<file path="src/rtl/mem_sweep_ctrl_if.sv">
// Handshake and SRAM bus bundle for mem_sweep_ctrl; the controller takes the
// slave side, the driver and SRAM model sit on the master side.
interface mem_sweep_ctrl_if #(
    parameter int ADDR_W = 5,
    parameter int DATA_W = 8
);
    logic              start;
    logic              abort;
    logic [1:0]        mode;
    logic [ADDR_W-1:0] base_addr;
    logic [ADDR_W-1:0] last_addr;
    logic              busy;
    logic              done;
    logic              err;
    logic [ADDR_W:0]   err_cnt;
    logic [ADDR_W-1:0] fail_addr;
    logic [ADDR_W-1:0] mem_addr;
    logic [DATA_W-1:0] mem_wdata;
    logic [DATA_W-1:0] mem_rdata;
    logic              mem_cs;
    logic              mem_we;
    logic              mem_oe;

    modport master (
        output start, abort, mode, base_addr, last_addr, mem_rdata,
        input  busy, done, err, err_cnt, fail_addr,
        input  mem_addr, mem_wdata, mem_cs, mem_we, mem_oe
    );

    modport slave (
        input  start, abort, mode, base_addr, last_addr, mem_rdata,
        output busy, done, err, err_cnt, fail_addr,
        output mem_addr, mem_wdata, mem_cs, mem_we, mem_oe
    );
endinterface

</file>
<file path="src/rtl/mem_sweep_ctrl.sv">
// SRAM sweep controller: writes an incrementing pattern over an address window
// and/or reads it back, tracking mismatch status, count and first failing address.
module mem_sweep_ctrl #(
    parameter int ADDR_W = 5,
    parameter int DATA_W = 8,
    parameter int SEED   = 1
) (
    input logic             clk,
    input logic             reset,
    mem_sweep_ctrl_if.slave bus
);
    typedef enum logic [2:0] {
        IDLE, W_ADDR, W_PULSE, W_HOLD, R_ADDR, R_SAMPLE, DONE
    } state_t;

    localparam logic [DATA_W-1:0] SEED_PAT = DATA_W'(SEED);

    state_t            state_q, state_d;
    logic [1:0]        mode_q, mode_d;
    logic [ADDR_W-1:0] base_q, base_d;
    logic [ADDR_W-1:0] span_q, span_d;
    logic [ADDR_W-1:0] offset_q, offset_d;
    logic [ADDR_W-1:0] addr_q, addr_d;
    logic [ADDR_W-1:0] fail_addr_q, fail_addr_d;
    logic [DATA_W-1:0] pat_q, pat_d;
    logic              err_q, err_d;
    logic [ADDR_W:0]   err_cnt_q, err_cnt_d;
    logic              last_word;

    // span holds N-1, so the final word is reached when the offset equals it
    assign last_word = (offset_q == span_q);

    always_comb begin
        state_d     = state_q;
        mode_d      = mode_q;
        base_d      = base_q;
        span_d      = span_q;
        offset_d    = offset_q;
        addr_d      = addr_q;
        pat_d       = pat_q;
        err_d       = err_q;
        err_cnt_d   = err_cnt_q;
        fail_addr_d = fail_addr_q;

        if (state_q != IDLE && bus.abort) begin
            state_d = IDLE;
        end else begin
            case (state_q)
                IDLE: begin
                    if (bus.start) begin
                        mode_d      = bus.mode;
                        base_d      = bus.base_addr;
                        span_d      = bus.last_addr - bus.base_addr;
                        offset_d    = '0;
                        addr_d      = bus.base_addr;
                        pat_d       = SEED_PAT;
                        err_d       = 1'b0;
                        err_cnt_d   = '0;
                        fail_addr_d = '0;
                        state_d     = (bus.mode == 2'b01) ? R_ADDR : W_ADDR;
                    end
                end
                W_ADDR:  state_d = W_PULSE;
                W_PULSE: state_d = W_HOLD;
                W_HOLD: begin
                    if (!last_word) begin
                        offset_d = offset_q + 1'b1;
                        addr_d   = addr_q + 1'b1;
                        pat_d    = pat_q + 1'b1;
                        state_d  = W_ADDR;
                    end else if (mode_q == 2'b00) begin
                        state_d = DONE;
                    end else begin
                        // fill complete: rewind to the window start for readback
                        offset_d = '0;
                        addr_d   = base_q;
                        pat_d    = SEED_PAT;
                        state_d  = R_ADDR;
                    end
                end
                R_ADDR: state_d = R_SAMPLE;
                R_SAMPLE: begin
                    if (bus.mem_rdata != pat_q) begin
                        err_d = 1'b1;
                        if (!(&err_cnt_q)) err_cnt_d = err_cnt_q + 1'b1;
                        if (!err_q) fail_addr_d = addr_q;
                    end
                    if (last_word) begin
                        state_d = DONE;
                    end else begin
                        offset_d = offset_q + 1'b1;
                        addr_d   = addr_q + 1'b1;
                        pat_d    = pat_q + 1'b1;
                        state_d  = R_ADDR;
                    end
                end
                DONE:    state_d = IDLE;
                default: state_d = IDLE;
            endcase
        end
    end

    always_ff @(posedge clk or posedge reset) begin
        if (reset) begin
            state_q     <= IDLE;
            mode_q      <= 2'b00;
            base_q      <= '0;
            span_q      <= '0;
            offset_q    <= '0;
            addr_q      <= '0;
            pat_q       <= '0;
            err_q       <= 1'b0;
            err_cnt_q   <= '0;
            fail_addr_q <= '0;
        end else begin
            state_q     <= state_d;
            mode_q      <= mode_d;
            base_q      <= base_d;
            span_q      <= span_d;
            offset_q    <= offset_d;
            addr_q      <= addr_d;
            pat_q       <= pat_d;
            err_q       <= err_d;
            err_cnt_q   <= err_cnt_d;
            fail_addr_q <= fail_addr_d;
        end
    end

    // strobes decode the state register only, so we and oe can never overlap
    assign bus.busy      = (state_q != IDLE);
    assign bus.done      = (state_q == DONE);
    assign bus.mem_cs    = (state_q == W_ADDR) || (state_q == W_PULSE) || (state_q == W_HOLD) ||
                           (state_q == R_ADDR) || (state_q == R_SAMPLE);
    assign bus.mem_we    = (state_q == W_PULSE);
    assign bus.mem_oe    = (state_q == R_ADDR) || (state_q == R_SAMPLE);
    assign bus.mem_addr  = addr_q;
    assign bus.mem_wdata = pat_q;
    assign bus.err       = err_q;
    assign bus.err_cnt   = err_cnt_q;
    assign bus.fail_addr = fail_addr_q;
endmodule

</file>
<file path="src/flat_wrapper.sv">
// flat-port wrapper written by rule: the top's interface ports become plain ports
module mem_sweep_ctrl_flat 
#(
    parameter int ADDR_W = 5,
    parameter int DATA_W = 8,
    parameter int SEED   = 1
)
  (clk, reset, bus_start, bus_abort, bus_mode, bus_base_addr, bus_last_addr, bus_mem_rdata, bus_busy, bus_done, bus_err, bus_err_cnt, bus_fail_addr, bus_mem_addr, bus_mem_wdata, bus_mem_cs, bus_mem_we, bus_mem_oe);
  mem_sweep_ctrl_if #(.ADDR_W(ADDR_W), .DATA_W(DATA_W)) bus_i ();
  input logic clk;
  input logic reset;
  input wire logic [$bits(bus_i.start)-1:0] bus_start;
  input wire logic [$bits(bus_i.abort)-1:0] bus_abort;
  input wire logic [$bits(bus_i.mode)-1:0] bus_mode;
  input wire logic [$bits(bus_i.base_addr)-1:0] bus_base_addr;
  input wire logic [$bits(bus_i.last_addr)-1:0] bus_last_addr;
  input wire logic [$bits(bus_i.mem_rdata)-1:0] bus_mem_rdata;
  output wire logic [$bits(bus_i.busy)-1:0] bus_busy;
  output wire logic [$bits(bus_i.done)-1:0] bus_done;
  output wire logic [$bits(bus_i.err)-1:0] bus_err;
  output wire logic [$bits(bus_i.err_cnt)-1:0] bus_err_cnt;
  output wire logic [$bits(bus_i.fail_addr)-1:0] bus_fail_addr;
  output wire logic [$bits(bus_i.mem_addr)-1:0] bus_mem_addr;
  output wire logic [$bits(bus_i.mem_wdata)-1:0] bus_mem_wdata;
  output wire logic [$bits(bus_i.mem_cs)-1:0] bus_mem_cs;
  output wire logic [$bits(bus_i.mem_we)-1:0] bus_mem_we;
  output wire logic [$bits(bus_i.mem_oe)-1:0] bus_mem_oe;
  assign bus_i.start = bus_start;
  assign bus_i.abort = bus_abort;
  assign bus_i.mode = bus_mode;
  assign bus_i.base_addr = bus_base_addr;
  assign bus_i.last_addr = bus_last_addr;
  assign bus_i.mem_rdata = bus_mem_rdata;
  assign bus_busy = bus_i.busy;
  assign bus_done = bus_i.done;
  assign bus_err = bus_i.err;
  assign bus_err_cnt = bus_i.err_cnt;
  assign bus_fail_addr = bus_i.fail_addr;
  assign bus_mem_addr = bus_i.mem_addr;
  assign bus_mem_wdata = bus_i.mem_wdata;
  assign bus_mem_cs = bus_i.mem_cs;
  assign bus_mem_we = bus_i.mem_we;
  assign bus_mem_oe = bus_i.mem_oe;
  mem_sweep_ctrl #(.ADDR_W(ADDR_W), .DATA_W(DATA_W), .SEED(SEED)) u_core (.clk(clk), .reset(reset), .bus(bus_i));
endmodule
</file>
<file path="config.mk">
export PLATFORM = sky130hd
export DESIGN_NAME = mem_sweep_ctrl_flat
export DESIGN_NICKNAME = d
export VERILOG_FILES = /design/src/rtl/mem_sweep_ctrl_if.sv /design/src/rtl/mem_sweep_ctrl.sv /design/src/flat_wrapper.sv
export SDC_FILE = /design/constraint.sdc
export NUM_CORES = 1
export LEC_CHECK = 0
export BUFFER_PORTS_ARGS = -buffer_cell sky130_fd_sc_hd__buf_4
export CAP_MARGIN = 15
export CORE_ASPECT_RATIO = 0.9
export CORE_UTILIZATION = 48
export CTS_CLUSTER_DIAMETER = 50
export DETAILED_ROUTE_END_ITERATION = 12
export MAX_ROUTING_LAYER = met4
export PLACE_DENSITY = 0.71
export SLEW_MARGIN = 20
export SYNTH_ARGS = -nofsm -noshare
export SYNTH_HDL_FRONTEND = slang
export SYNTH_SLANG_ARGS = --single-unit
</file>
<file path="constraint.sdc">
create_clock -name clk -period 3.2 [get_ports clk]
set_clock_uncertainty 0.2 [all_clocks]
set_input_delay 0.16 -clock clk [delete_from_list [all_inputs] [get_ports clk]]
set_output_delay 0.16 -clock clk [all_outputs]
set_load 0.03 [all_outputs]
</file>
==> After elaboration in Yosys (flattened, before gate mapping) <==
Cells that the tools add are included.
{ "word_totals": {"output_inout_bits": 30, "reg_bits": 45, "wordCells": 81, "input_bits": 24} }
{ "op_classes": {"n_addsub": 5, "eq_ne": 16, "bitwise": 1, "mux": 32, "n_reduce_logical": 17} }
{ "ops": {"columns": ["operator", "count"], "rows": [
  ["5-bit two-way mux", 10],
  ["8-bit two-way mux", 4],
  ["5-bit one-hot mux with 3 select lines", 2],
  ["8-bit one-hot mux with 3 select lines", 1],
  ["6-bit two-way mux", 3],
  ["3-bit one-hot mux with 6 select lines", 1],
  ["5-bit AND reduction", 3],
  ["3-bit two-way mux", 4],
  ["6-bit one-hot mux with 2 select lines", 1],
  ["5-bit by 1-bit adder with 5-bit output (second input constant)", 2],
  ["5-bit one-hot mux with 2 select lines", 1],
  ["3-bit equality test (second input constant)", 3],
  ["8-bit by 1-bit adder with 8-bit output (second input constant)", 1],
  ["2-bit inequality test (second input constant)", 4],
  ["8-bit inequality test", 1],
  ["6-bit by 1-bit adder with 6-bit output (second input constant)", 1],
  ["3-bit by 2-bit equality test with 1-bit output (second input constant)", 2],
  ["6-bit AND reduction", 1],
  ["3-bit nonzero test", 2],
  ["5-bit equality test", 1],
  ["1-bit logical OR", 5],
  ["5-bit subtractor", 1],
  ["2-bit two-way mux", 2],
  ["4-bit AND reduction", 1],
  ["other kinds (13)", 14]
]} }

==> Longest topological paths before layout <==
{ "logic_depth": {"word_depth": 5, "ltp_mapped": 8, "ltp_nobuf": 8} }

==> Worst setup path before layout <==
Ideal clock, no wire load.
{ "synth_timing": {"path_type": "register -> register", "startpoint": "reg u_core.state_q[2]", "endpoint": "reg u_core.offset_q[3]", "stages_incl_launch_ff": 7, "slack_ps": 985, "required_time_ps": 2920, "t_arrival_ps": 1935, "synth_period_minus_slack_ps": 2215, "setup_ps": 80, "path_cell_list": "dfrtp_1 -> nor2b_2 -> a211oi_2 -> a41o_1 -> buf_6 -> or4_1 -> o211ai_2"} }
{ "synth_between": {"elab_chain_cells": 4} }
{ "synth_rtl": {"columns": ["element", "line_no", "rtl"], "rows": [
  ["start: declaration", "mem_sweep_ctrl.sv:18", "state_t state_q, state_d;"],
  ["start signal: assignment", "mem_sweep_ctrl.sv:116", "state_q <= state_d;"],
  ["branches (longest 4 deep; another with 5-bit AND reduction)", null, null],
  ["end signal: assignment", "mem_sweep_ctrl.sv:120", "offset_q <= offset_d;"],
  ["end: declaration", "mem_sweep_ctrl.sv:22", "logic [ADDR_W-1:0] offset_q, offset_d;"]
]} }
Parallel ways; which one is timed is not known.
A chain may end at the register's enable or synchronous reset.

==> Final worst setup path <==
{ "layout_timing": {"startpoint": "reg u_core.state_q[2]", "endpoint": "reg u_core.offset_q[2]"} }
The elaborated chain is that of the path after synthesis.

==> reports/metrics.yaml <==
cts:
  holdBufCountCts: 9
  cts_sinks: 45
  cts_tree: "done"
  htree_levels: 2
  cts_buffers: 5
  clkLatencyLatePin_ns: 0.31
  cts_resized: 0
  cts_buffer_depth: 2
  cts_setup_buffers: 0
  cts-root-buf: "clkbuf_8"
  clk_pin_slew_ns: 0.08
final_layout:
  fin_nets: 383
  stdcell_count: 416
  syn_to_final_growth_pct: 22.15
  drive_gt1_frac: 0.2149
  multi_input_area_sq_mm: 0.001455
  n_fill_cell: 494
  seqCellArea_sq_mm: 0.001126
  diodes: 0
synth:
  synth_compound_area_frac: 0.1854
  synth_seq_cells: 45
  syn_inst: 291
  yosys_warnings: 0
  synth_area_leaders: "dfrtp_1, nand2_1, xnor2_1"
  synth_top_family_by_area: "simple AND/OR/NAND/NOR gates"
  synth_mux_area_frac: 0.01854
  async_flop_share: 1.000
  synth_simple_gate_area_frac: 0.2257
  synth_cell_type_count: 59
  synth_seq_area_share: 0.4171
  netlist_area_sq_mm: 0.002700
  yosysMostFrequentCell: "dfrtp_1"
  synth_edf_count: 0
  synth-xor-area-share: 0.06487
  netlist.area_leader.share: 0.4171
  synth_commonest_cells: "dfrtp_1, nand2_1, o21ai_0"
  synth_ff_type: "dfrtp_1"
  yosys.area.top_type: "dfrtp_1"
  synth_fa_ha_area_frac: 0.04449
  syn-num-nets: 324
  syn_avg_cell_area_sq_um: 9.279
global_route:
  grt_antenna_before_repair: 0
  grt_use_met3: 0.04125
  met2_usage: 0.3641
  grtUsageTotal: 0.2378
  met1_usage: 0.3190
  grt_max_degree: 39
  grt_busiest_layer: "met2"
  grt_pass1_wl_um: 10260
  grt_pass1_vias: 2190
  overflow: 0
critical_path:
  cp-end-kind: "register"
  path_buf_inv: 0
  cp_slowest_cell: "dfrtp_1"
  slowest_delay_ns: 0.64
  crit_type: "reg2reg"
  arrival_ns: 2.50
  cp_cell_sequence: "nor2b_2 > o21bai_1 > a41o_1 > nor2_2 > a22o_1"
  critPathTopFamily: "compound AO/OA/AOI/OAI gates"
  cp.required_ns: 3.19
  worstSetupStartpointType: "register"
  worst-path-max-fanout: 17
floorplanning:
  die_h_um: 73.15
  die_area_sq_mm: 0.005930
  start_util: 0.5048
  fp-row-count: 25
  ios: 54
  die_x_um: 81.06
  fp.coreArea_sq_mm: 0.005349
run_status:
  status: "finished clean"
power_and_ir_drop:
  irDropWorstVdd_mv: 0.5931
  p_leak_uw: 0.001560
  p_per_area_mw_per_mm2: 713.4
timing:
  slew_headroom: 0.5521
  final_hold_viol_count: 0
  timing.fmax_mhz: 397.2
  timing.final.crit_share: 0.7867
  hold_ws_ns: 0.03199
  tightestPinTransition_ns: 0.6702
  fin_crit_ns: 2.518
  maxSlewViolCount: 0
  rsz0062_at_grt: "no"
  setup_tns_ns: 0
  setup_viol: 0
placed_design:
  placedCellCount: 401
  gp_congestion: 0.8141
  numPortBuffers: 53
  hpwl_um: 4545
routing:
  avgViaCountPerCell: 5.543
  avgRoutedWirePerCell_um: 14.87
  postRouteAntennaNets: 0
  drc_errors: 0
  drt-total-wl_um: 6185
  drtIter0Drc: 139
  first_pass_iters: 5
  vias: 2306
hold_path:
  min_path_type: "in2reg"
job:
  maxCapViolCount: 0
==> cell families (layout without fill, tap and decap cells) <==
group | count (synthesis) | after routing
buffers and inverters | 25 | 83
AOI/OAI and AO/OA | 73 | 73
and+or+nand+nor | 114 | 114
adders and majority gates | 9 | 9
muxes | 5 | 5
DFF | 45 | 45
xor gates and xnor gates | 20 | 20
==> cell type report <==
cell class / instances / area share
flip-flops and latches: 45 / 0.3414
inverters: 11 / 0.01252
clock inverters: 1 / 0.001517
well taps: 67 / 0.02542
multi-input cells: 221 / 0.4412
repair buffers: 66 / 0.1571
clock buffers: 5 / 0.02086
==> per-layer routing <==
metal  part of all wire  vias up  wire [um]
li1                   -     1145          -
met1               0.48     1108       2965
met5                  0        -          0
met4              0.016        0        102
met3              0.039        9        244
met2               0.46       44       2872
==> sequential cells by signal (all words and copies together) (netlist names) <==
| name | count |
|---|---|
| u_core.base_q | 5 |
| u_core.bus.err | 1 |
| u_core.bus.err_cnt | 6 |
| u_core.bus.fail_addr | 5 |
| u_core.bus.mem_addr | 5 |
| u_core.bus.mem_wdata | 8 |
| u_core.mode_q | 2 |
| u_core.offset_q | 5 |
| u_core.span_q | 5 |
| u_core.state_q | 3 |
==> power by group <==
group / switching (uW) / internal (uW)
logic: 664 / 437
clock network: 187 / 144
registers: 204 / 717
total: 1060 / 1300
==> placed cells by master (no fill, tap or decap), drive strengths merged, types with 4 or more instances in the layout <==
cell type / synthesis / layout
dfrtp: 45 / 45
nand3: 12 / 12
xor2: 8 / 8
ha: 8 / 8
xnor2: 12 / 12
or3: 4 / 4
clkbuf: 6 / 5
nand2: 44 / 44
a21oi: 13 / 13
or4: 4 / 4
nor2b: 7 / 7
a21o: 6 / 6
buf: 8 / 57
nor2: 15 / 15
a22o: 8 / 8
dlygate4sd3: 0 / 9
and3: 9 / 9
mux2i: 5 / 5
inv: 11 / 10
nor3: 4 / 4
o21ai: 21 / 21
==> through the flow <==
stage,total power [uW],util,setup slack (ns),area (sq um)
2_1_floorplan,1712,-,0.9849,2700
3_3_place_gp,2000,0.5860,0.8019,3134
3_5_place_dp,2028,0.5860,0.6962,3134
4_1_cts,2370,0.6166,0.6748,3298
5_1_grt,2525,0.6166,0.4522,3298
6_report,2353,0.6166,0.6825,3298
==> worst register-to-register path: stages, from the launching register on <==
cell	delay, ns
dfrtp_1	0.64
nor2b_2	0.35
o21bai_1	0.19
a41o_1	0.58
nor2_2	0.21
a22o_1	0.24
==> final timing paths <==
path | start | to | slack, ns | cells past startpoint
setup / recovery | u_core.state_q[2] | u_core.offset_q[2] | 0.68 | 5
hold / removal | bus_last_addr[0] | u_core.span_q[0] | 0.03 | 4
setup reg to reg | u_core.state_q[2] | u_core.offset_q[2] | 0.68 | 5
hold reg to reg | u_core.mode_q[1] | u_core.mode_q[1] | 0.28 | 2
max in group asynchronous | reset | u_core.base_q[3] | 1.93 | 4
min in group asynchronous | reset | u_core.bus.err_cnt[2] | 0.10 | 3
(Power assumes the default switching activity.)
